--- config.mk ---
export PLATFORM = sky130hd
export DESIGN_NAME = timing_seq_dec
export DESIGN_NICKNAME = d
export VERILOG_FILES = /design/src/rtl/timing_seq_pkg.sv /design/src/rtl/dec_n_2n.sv /design/src/rtl/timing_seq_dec.sv
export SDC_FILE = /design/constraint.sdc
export NUM_CORES = 1
export LEC_CHECK = 0
export CORE_AREA = 8 8 45 47
export CTS_BUF_LIST = sky130_fd_sc_hd__clkbuf_2
export CTS_CLUSTER_DIAMETER = 120
export CTS_CLUSTER_SIZE = 8
export DETAILED_ROUTE_END_ITERATION = 6
export DIE_AREA = 0 0 53 55
export PLACE_DENSITY = 0.72
export SYNTH_ARGS = -nofsm -noshare
export SYNTH_HDL_FRONTEND = slang
export SYNTH_HIERARCHICAL = 1
export SYNTH_SLANG_ARGS = --single-unit
export TNS_END_PERCENT = 100
--- constraint.sdc ---
create_clock -name clk -period 2.55 [get_ports clk]
set_clock_uncertainty 0.2 [all_clocks]
set_input_delay 0.51 -clock clk [delete_from_list [all_inputs] [get_ports clk]]
set_output_delay 0.51 -clock clk [all_outputs]
set_load 0.005 [all_outputs]
--- src/rtl/timing_seq_pkg.sv ---
// Shared defaults and control-priority encoding for the timing sequence decoder.
package timing_seq_pkg;

  localparam int W_DEF    = 4;
  localparam int LAST_DEF = (1 << W_DEF) - 1;

  typedef enum logic [1:0] {
    CTL_HOLD = 2'd0,
    CTL_INC  = 2'd1,
    CTL_LD   = 2'd2,
    CTL_CLR  = 2'd3
  } ctl_e;

  // Resolve simultaneous strobes: clr beats ld beats inc.
  function automatic ctl_e ctl_decode(input logic clr, input logic ld, input logic inc);
    ctl_e r;
    if (clr) begin
      r = CTL_CLR;
    end else if (ld) begin
      r = CTL_LD;
    end else if (inc) begin
      r = CTL_INC;
    end else begin
      r = CTL_HOLD;
    end
    return r;
  endfunction

endpackage

--- src/rtl/dec_n_2n.sv ---
// N-to-2**N one-hot decoder with active-high enable; all outputs low when disabled.
module dec_n_2n #(
  parameter int N = 4
) (
  input  logic [N-1:0]        a,
  input  logic                en,
  output logic [(1<<N)-1:0]   y
);

  // One-hot decode of a, gated by en.
  always_comb begin
    y = '0;
    if (en) begin
      y[a] = 1'b1;
    end else begin
      y = '0;
    end
  end

endmodule

--- src/rtl/timing_seq_dec.sv ---
// Sequence counter with clear/load/increment and one-hot timing decode.
// Optional wrap pulse output is built when TIMING_SEQ_WRAP_PULSE_EN is defined.
module timing_seq_dec
  import timing_seq_pkg::*;
#(
  parameter int W    = W_DEF,
  parameter int LAST = (1 << W) - 1
) (
  input  logic                clk,
  input  logic                rst_n,
  input  logic                clr,
  input  logic                ld,
  input  logic [W-1:0]        ld_val,
  input  logic                inc,
  input  logic                en,
  output logic [W-1:0]        sc,
`ifdef TIMING_SEQ_WRAP_PULSE_EN
  output logic                wrap,
`endif
  output logic [(1<<W)-1:0]   t
);

  localparam logic [W-1:0] LAST_V = W'(LAST);

  ctl_e         ctl_s;
  logic [W-1:0] ld_clamp_s;
  logic [W-1:0] sc_nxt_s;
  logic [W-1:0] sc_r;

  // Prioritised control action for this edge.
  always_comb begin
    ctl_s = ctl_decode(clr, ld, inc);
  end

  // Loads beyond the terminal count saturate so sc can never exceed LAST.
  always_comb begin
    if (ld_val > LAST_V) begin
      ld_clamp_s = LAST_V;
    end else begin
      ld_clamp_s = ld_val;
    end
  end

  // Next-count selection.
  always_comb begin
    case (ctl_s)
      CTL_CLR:  sc_nxt_s = '0;
      CTL_LD:   sc_nxt_s = ld_clamp_s;
      CTL_INC:  sc_nxt_s = (sc_r == LAST_V) ? '0 : sc_r + W'(1'b1);
      CTL_HOLD: sc_nxt_s = sc_r;
      default:  sc_nxt_s = sc_r;
    endcase
  end

  // Sequence counter register.
  always_ff @(posedge clk or negedge rst_n) begin
    if (!rst_n) begin
      sc_r <= '0;
    end else begin
      sc_r <= sc_nxt_s;
    end
  end

  assign sc = sc_r;

`ifdef TIMING_SEQ_WRAP_PULSE_EN
  logic wrap_r;

  // Only a genuine increment past LAST pulses wrap; clr/ld to zero do not.
  always_ff @(posedge clk or negedge rst_n) begin
    if (!rst_n) begin
      wrap_r <= 1'b0;
    end else begin
      wrap_r <= (ctl_s == CTL_INC) && (sc_r == LAST_V);
    end
  end

  assign wrap = wrap_r;
`endif

  // Decode straight from the register so t follows sc with no extra latency.
  dec_n_2n #(.N(W)) u_dec (
    .a  (sc_r),
    .en (en),
    .y  (t)
  );

endmodule

# Yosys cells after proc, flatten, opt, wreduce, memory -nomap -nowiden
# Cells that the tools add are included.
[totals]
regBits = 4
word_cells = 20
[op_classes]
n_addsub = 1
magnitude_cmp = 3
n_eq_ne = 4
mux = 9
n_reduce_logical = 2
[op_table]
columns = ["cell", "n"]
rows = [
  ["2-to-1 mux 16 bit", 1],
  ["one-hot mux 4 bit (3 select lines)", 1],
  ["2-to-1 mux 4 bit", 2],
  ["< comparator 4 x 5 -> 1 bit, second input constant", 1],
  ["adder 4 x 1 -> 4 bit, second input constant", 1],
  ["demux 1 bit (select 4 bit)", 1],
  ["== test 2 bit, second input constant", 2],
  ["== test 4 bit, second input constant", 1],
  ["greater-or-equal comparator 4 x 1 -> 1 bit, second input constant", 1],
  ["> comparator 4 bit, second input constant", 1],
  ["2-to-1 mux 2 bit", 2],
  ["== test 2 x 1 -> 1 bit, second input constant", 1],
  ["logical NOT 2 bit", 1],
  ["2-to-1 mux 1 bit", 2],
  ["logical AND 1 bit", 1],
]

# Depth between registers and ports, before layout
# Gate-level depths: netlist of run 1.
[depth]
word_depth = 5
mapped_depth = 7
mapped_depth_nobuf = 7

# Cells and area by module
# Netlist of run 1, hierarchy kept.
[by_module_without_submodules]
columns = ["module", "n_inst", "cells_per_inst", "area_each_um2"]
rows = [
  ["timing_seq_dec", 1, 33, 306.5],
  ["dec_n_2n", 1, 23, 117.6],
]

# Least setup slack after synthesis of run 1
# OpenSTA, ideal clock, no wires.
[synth_path]
kind = "input port to flip-flop"
start = "input ld"
end = "register sc_r[2], in the netlist sc[2]"
setup_time_ps = 126
arrival_ps = 1471
required_time_ps = 2224
slack_ps = 753
stages = 7
n_path_buf = 0
path_cell_list = "inv_1 a21oi_1 inv_1 ha_1 nand2_1 o21ai_0 a221o_1"
[synth_between]
elab_chain_len = 4
word_cells_on_any_way = 7
classes_between = "3 x eq/ne; 3 x mux; 1 x reduce/logical"
[synth_lines]
columns = ["element", "line", "text"]
rows = [
  ["start: declaration", "timing_seq_dec.sv:12", "input logic ld,"],
  ["2-to-1 mux 2 bit *", "timing_seq_pkg.sv:19", "end else if (ld) begin"],
  ["2-to-1 mux 2 bit *", "timing_seq_pkg.sv:17", "if (clr) begin"],
  ["== test 2 x 1 -> 1 bit or == test 2 bit (tied branches)", "timing_seq_dec.sv:46", "case (ctl_s)"],
  ["one-hot mux 4 bit (3 select lines)", "timing_seq_dec.sv:46", ""],
  ["end signal: assignment", "timing_seq_dec.sv:60", "sc_r <= sc_nxt_s;"],
  ["end: declaration", "timing_seq_dec.sv:28", "logic [W-1:0] sc_r;"],
]
# Mark *: on every way between the ends. The rest lies on a longest branch, timed or not.
# A chain may end at the register's enable or synchronous reset.

# Worst setup path after layout of run 1
[layout_path]
start = "input en"
end = "output t[0]"
[layout_between]
elab_chain_len = 1
[layout_lines]
columns = ["element", "line", "text"]
rows = [
  ["start: declaration", "timing_seq_dec.sv:15", "input logic en,"],
  ["2-to-1 mux 16 bit", "dec_n_2n.sv:13", "if (en) begin"],
  ["end: declaration", "timing_seq_dec.sv:20", "output logic [(1<<W)-1:0] t"],
]
# Every way passes these cells.

==> metrics.txt, run 1 <==
Yosys warning total 6; register clock-pin slew on the reported worst setup and hold paths 50 ps; largest net degree at the start of global routing 14; Data arrival, critical path 1760 ps; Num CTS Buffers 3; initial antenna violation count 0; reg2reg end sc[0]; unrepaired setup endpoints after global routing false; Slew @ Worst Pin 421 ps; Skew-Pair Late Insertion Delay 200 ps; Root Driver clkbuf_2; Synth top area share 0.236; Logic pwr share 0.341; switching share of power 0.313; status finished clean; Die W 53 um; crit path time final 2470 ps; Power per Cell Area 266 nW/um2; WL/cell 13.4 um; die area 2920 um2; cell-internal power 141 uW; Die Span Y 55 um; Max FO, Critical Path 4; Worst path max stage delay 480 ps; Setup Viol. Count Final 0; sequential power share 0.385; Fin. Hold Viols 0; synthesized area per cell 7.57 um2; Mapped Cells 56; R2R Setup Slk 800 ps; TNS Setup 0 ps; Via density 4.95; Sink Count 4; via count 540; WP data required 1840 ps; Slew Limit Fails 0; # fillers 145; Antenna Cells 0; CTS Buffer Depth 2; synth-to-layout area growth 82.3%; share of layout cells above drive strength 1 0.172; routed wl met3 131 um; cell breakdown of the critical path clkdlybuf4s50_1 -> or3b_4 -> nor3_2 -> dlygate4sd2_1; Leak 0.398 nW; First DRT Iteration DRCs 7; H-tree Lvls 1; synthesized cell area 424 um2; DRC Markers 0; # hold bufs at CTS 0; IR drop worst, VDD 0.144 mV; Tcrit/Tclk final 0.969; register area share after synthesis 0.236; CP Launch Type primary input; Pre-antenna DRT Iters 4; Overall Global Routing Usage 0.0998; Max Used Layer met3; most frequent cells in the layout nor2_1 (13), clkdlybuf4s50_1 (13), dlygate4sd2_1 (13); top cells by area, synth dfrtp_1 (24%), ha_1 (12%), nor2_1 (12%), a22o_1 (6.2%), inv_1 (4.4%); CTS tree yes; post-synth net total 70; Hold Crit Class primary input to asynchronous set/reset pin; Cell variety after synth 23; Max-Slew Margin vs Limit 0.719; I/O pin count 30; HPWL reported at the end of detailed placement 1080 um; Switch Pwr 64.2 uW; post-route ant nets 0; Yosys top cell by area dfrtp_1; total gr overflow 0; Slowest cell on crit path clkdlybuf4s50_1; number of synthesized register bits 4; Max-Cap Viols 0; Core Box Area 1380 um2; worst r2r path cells 4; power share of the clock group 0.274; highest clock rate 404 MHz; WL met1 593 um; Tot Pwr 205 uW; first-pass GRT wire length 2190 um; Final nets 109; RR Startpoint sc[0]; vias in the first global route 540; met2 routed WL 735 um; critical path class primary input to primary output; Site Rows 14; final core occ 0.559; max reg flops 4; crit end category primary output; DRT Wirelength 1460 um; Port Buf Inserts 29; Starting Density 0.307; RD Place Congestion 0.758
worst max path at each step:
stage	cells after the start	slack, ps	end	start
3_5_place_dp	4	-190	t[0]	en
4_1_cts	6	8	t[8]	en
6_report	4	80	t[0]	en
3_3_place_gp	4	-180	t[0]	en
5_1_grt	4	30	t[0]	en
2_1_floorplan	7	750	sc[2]	ld
power groups by stage:
stage / sequential (mW) / clock, mW / combinational, mW
floorplan: 0.0769 / 0 / 0.0318
global placement: 0.0795 / 0 / 0.0692
detailed placement: 0.0794 / 0 / 0.0700
CTS: 0.0792 / 0.0587 / 0.0689
global route: 0.0809 / 0.0585 / 0.0767
finish: 0.0792 / 0.0563 / 0.0700
worst max-delay path: cells and delay by family:
family | cells | cell delay [ps]
buf+inv | 2 | 740
simple gates | 2 | 520
metrics by stage:
stage,hold WS [ps],area (um2),setup WS (ps),cells
6_report,299,773,77.8,109
4_1_cts,294,763,8.21,107
5_1_grt,312,773,27.6,109
2_1_floorplan,14.4,424,753,56
3_5_place_dp,489,742,-190,102
3_3_place_gp,490,742,-178,102
metal layers:
layer	up-vias	GRT usage
met1	242	0.0905
li1	278	-
met3	0	0.0348
met4	0	0.0517
met2	20	0.191
met5	-	0
what timing repair did:
action	CTS	global route
pin swaps	3	0
setup buffers	2	2
endpoints found under the setup margin	16	3
gates resized for setup	17	5
area by class of cell:
cell class / instances / area (um2) / share of cell area
clock buffer: 3 / 15.0 / 0.0194
sequential: 4 / 100 / 0.129
multi-input combinational: 47 / 315 / 0.408
inverter: 5 / 18.8 / 0.0243
tap: 16 / 20.0 / 0.0259
timing repair buffer: 34 / 304 / 0.393
cell usage after synthesis:
master and n:
nor2_1 13, inv_1 5, nand2_1 5, dfrtp_1 4, ha_1 4, a22o_1 3, nor3_1 3, nand2b_1 2
nand3_1 2, nand3b_1 2, a21oi_1 1, a221o_1 1, a311oi_1 1, a32o_1 1, a32oi_1 1, and2b_2 1
and4b_1 1, nor3_2 1, nor4bb_1 1, o21ai_0 1, o21ai_1 1, or2_2 1, or3b_4 1
logic make-up after synthesis:
group / count (synthesis) / share of synthesized area
compound gates: 10 / 0.186
fa+ha+maj: 4 / 0.118
buf+inv: 5 / 0.0443
flops: 4 / 0.236
simple gates: 33 / 0.416
No activity file was read; power rests on OpenSTA's default activity.
==> inputs of run 2 (changes only) <==
--- a/config.mk
+++ b/config.mk
@@ -12,6 +12,7 @@
 export DETAILED_ROUTE_END_ITERATION = 6
 export DIE_AREA = 0 0 53 55
 export PLACE_DENSITY = 0.72
+export SKIP_CTS_REPAIR_TIMING = 1
 export SYNTH_ARGS = -nofsm -noshare
 export SYNTH_HDL_FRONTEND = slang
 export SYNTH_HIERARCHICAL = 1
==> metrics.txt, run 2 (synthesis results as in run 1) <==
Slew @ Worst Pin 450 ps; total gr overflow 0; Fin. Hold Viols 0; highest clock rate 432 MHz; Overall Global Routing Usage 0.0932; placed instance area 742 um2; Final nets 110; unrepaired setup endpoints after global routing false; register clock-pin slew on the reported worst setup and hold paths 40 ps; synth-to-layout area growth 101%; DRC Markers 0; Power per Cell Area 245 nW/um2; Core Box Area 1380 um2; Port Buf Inserts 29; leading cell type in the layout, fill and taps excluded dlymetal6s2s_1; Slew Limit Fails 0; switching share of power 0.311; Tcrit/Tclk final 0.907; Max-Slew Margin vs Limit 0.700; HPWL reported at the end of detailed placement 1080 um; RD Place Congestion 0.758; Hold Crit Class primary input to asynchronous set/reset pin; Sink Count 4; most frequent cells in the layout dlymetal6s2s_1 (15), nor2_1 (13), clkdlybuf4s50_1 (13); cell-internal power 144 uW; final core occ 0.615; max reg flops 4; die area 2920 um2; Die W 53 um; Logic pwr share 0.350; R2R Setup Slk 770 ps; largest net degree at the start of global routing 14; first-pass GRT wire length 2070 um; share of layout cells above drive strength 1 0.191; I/O pin count 30; post-route ant nets 0; initial antenna violation count 0; worst r2r path cells 4; Via density 4.87; pre-CTS WS -190 ps; WL/cell 13.6 um; # fillers 138; IR drop worst, VDD 0.145 mV; Max-Cap Viols 0; Starting Density 0.307; power share of the clock group 0.268; First DRT Iteration DRCs 8; Skew-Pair Late Insertion Delay 200 ps; H-tree Lvls 1; Die Span Y 55 um; final worst slack 236 ps; crit end category primary output; non-filler instance count after layout 110; Data arrival, critical path 1600 ps; Setup Viol. Count Final 0; Tot Pwr 209 uW; Inst Count DP 102; Num CTS Buffers 3; DRT Wirelength 1500 um; Root Driver clkbuf_2; WP data required 1840 ps; Max FO, Critical Path 11; critical path class register to primary output; Pre-antenna DRT Iters 4; post-layout instance area 851 um2; sequential power share 0.383; CTS tree yes; Switch Pwr 64.9 uW; Site Rows 14; crit path time final 2310 ps; CTS Buffer Depth 2; Antenna Cells 0; status finished clean; CP Launch Type register; vias in the first global route 522; via count 536; Leak 0.597 nW
run 2: worst max-delay path, cell delays in order, from the launching register on:
cell and delay (ps):
dfrtp_1 480, nand3b_1 290, buf_4 180, buf_4 120, nor3_2 170, buf_2 150
run 2: through the flow:
step                      hold slack [ps]  setup TNS (ps)
after floorplan                      14.4               0
after global placement                490           -1140
after detailed placement              489           -1430
after CTS                             294           -1540
after global routing                  312               0
final                                 301               0
run 2: worst paths after layout:
check	start	to
setup / recovery	sc[2]	t[8]
hold reg to reg	sc[3]	sc[3]
setup reg to reg	sc[0]	sc[0]
hold / removal	rst_n	sc[3]
max in group asynchronous	rst_n	sc[1]
min in group clk	sc[3]	sc[3]
run 2: power by group through the flow:
stage | Clock (mW) | Combinational [mW] | Sequential (mW)
floorplan | 0 | 0.0318 | 0.0769
global placement | 0 | 0.0692 | 0.0795
detailed placement | 0 | 0.0700 | 0.0794
CTS | 0.0587 | 0.0704 | 0.0786
global route | 0.0585 | 0.0798 | 0.0816
finish | 0.0559 | 0.0729 | 0.0798
run 2: layout make-up:
class,instances,area (um2),share of cell area
Clock buffer,3,15.0,0.0176
Sequential cell,4,100,0.118
Multi-Input combinational cell,47,325,0.382
Inverter,5,18.8,0.0221
Timing Repair Buffer,35,372,0.437
Tap cell,16,20.0,0.0235
run 2: per-layer routing:
metal | share of wire | vias to the layer above | global-route usage
met2 | 0.50 | 20 | 0.172
met4 | 0 | 0 | 0.0517
met5 | 0 | - | 0
li1 | - | 279 | -
met1 | 0.44 | 237 | 0.0874
met3 | 0.057 | 0 | 0.0348
==> inputs of run 3 (changes only) <==
--- a/config.mk
+++ b/config.mk
@@ -5,12 +5,12 @@
 export SDC_FILE = /design/constraint.sdc
 export NUM_CORES = 1
 export LEC_CHECK = 0
-export CORE_AREA = 8 8 45 47
+export CORE_AREA = 2 2 39 41
 export CTS_BUF_LIST = sky130_fd_sc_hd__clkbuf_2
 export CTS_CLUSTER_DIAMETER = 120
 export CTS_CLUSTER_SIZE = 8
 export DETAILED_ROUTE_END_ITERATION = 6
-export DIE_AREA = 0 0 53 55
+export DIE_AREA = 0 0 41 43
 export PLACE_DENSITY = 0.72
 export SKIP_CTS_REPAIR_TIMING = 1
 export SYNTH_ARGS = -nofsm -noshare
==> metrics.txt, run 3 (synthesis results as in run 1) <==
IR drop worst, VDD 0.157 mV; HPWL reported at the end of detailed placement 960 um; Max FO, Critical Path 3; Sink Count 4; Final nets 110; Num CTS Buffers 3; critical path class primary input to primary output; Setup Viol. Count Final 0; worst r2r path cells 4; Slew @ Worst Pin 415 ps; # fillers 126; leading cell type in the layout, fill and taps excluded dlymetal6s2s_1; WP data required 1840 ps; final worst slack 53.2 ps; Overall Global Routing Usage 0.177; Slowest cell on crit path clkdlybuf4s50_1; I/O pin count 30; CTS Buffer Depth 2; Fin. Hold Viols 0; Pre-antenna DRT Iters 2; largest net degree at the start of global routing 14; Leak 0.611 nW; reg2reg end sc[0]; crit path time final 2500 ps; Tcrit/Tclk final 0.979; Site Rows 14; First DRT Iteration DRCs 5; status finished clean; H-tree Lvls 1; R2R Setup Slk 820 ps; CTS tree yes; DRC Markers 0; register clock-pin slew on the reported worst setup and hold paths 50 ps; share of layout cells above drive strength 1 0.160; via count 536; CP top delay family buffers and inverters; first-pass GRT wire length 2170 um; Die Span Y 43 um; initial antenna violation count 0; DRT Wirelength 1310 um; Die W 41 um; Multi-input gate area 315 um2; Core Box Area 1380 um2; Max-Slew Margin vs Limit 0.724; unrepaired setup endpoints after global routing false; post-route ant nets 0; Power per Cell Area 245 nW/um2; Most common cell on crit path buf_4; WL/cell 11.9 um; crit end category primary output; most frequent cells in the layout dlymetal6s2s_1 (16), nor2_1 (13), clkdlybuf4s50_1 (13); Tot Pwr 207 uW; Worst path max stage delay 480 ps; RR Startpoint sc[0]; Port Buf Inserts 29; highest clock rate 401 MHz; CP Launch Type primary input; pre-CTS WS -182 ps; vias in the first global route 507; RD Place Congestion 0.751; synth-to-layout area growth 99.1%; Antenna Cells 0; cell breakdown of the critical path clkdlybuf4s50_1 -> buf_4 -> nand3b_1 -> buf_4 -> buf_4 -> nor3_2 -> dlymetal6s2s_1; Starting Density 0.307; Max-Cap Viols 0; max reg flops 4; Data arrival, critical path 1790 ps; Hold Crit Class primary input to asynchronous set/reset pin; total gr overflow 0; Skew-Pair Late Insertion Delay 200 ps; Root Driver clkbuf_2; register area 100 um2; WP buf/inv 5; Slew Limit Fails 0; Via density 4.87; die area 1760 um2
## run 3: metrics by stage
step	utilization	TNS, ps	area [um2]	instances	hold slack [ps]
2_1_floorplan	-	0	424	56	14.4
3_3_place_gp	0.542	-889	749	103	490
3_5_place_dp	0.542	-1240	749	103	498
4_1_cts	0.552	-1290	764	106	301
5_1_grt	0.610	0	845	110	306
6_report	0.610	0	845	110	308
## run 3: cell type report
cell class / count / share of cell area
Multi-Input combinational cell: 47 / 0.373
Timing Repair Buffer: 35 / 0.444
Tap cell: 16 / 0.0237
Clock buffer: 3 / 0.0178
Inverter: 5 / 0.0222
Sequential cell: 4 / 0.119
## run 3: worst max-delay path by stage
stage | startpoint | endpoint | slack (ps) | cells after the start
6_report | en | t[8] | 50 | 7
5_1_grt | en | t[8] | 2 | 7
4_1_cts | en | t[0] | -180 | 4
3_5_place_dp | en | t[0] | -180 | 4
3_3_place_gp | en | t[0] | -160 | 4
2_1_floorplan | ld | sc[2] | 750 | 7
## run 3: report_power, final
part	switching (mW)	internal, mW	leakage (nW)
combinational	0.0288	0.0453	0.544
clock	0.0229	0.0317	0.0125
sequential	0.0107	0.0673	0.0546
## run 3: per-layer routing
metal  GRT usage  share of wire
met1       0.227           0.44
met2       0.263           0.52
met5           0              0
met4      0.0800              0
met3      0.0524          0.045
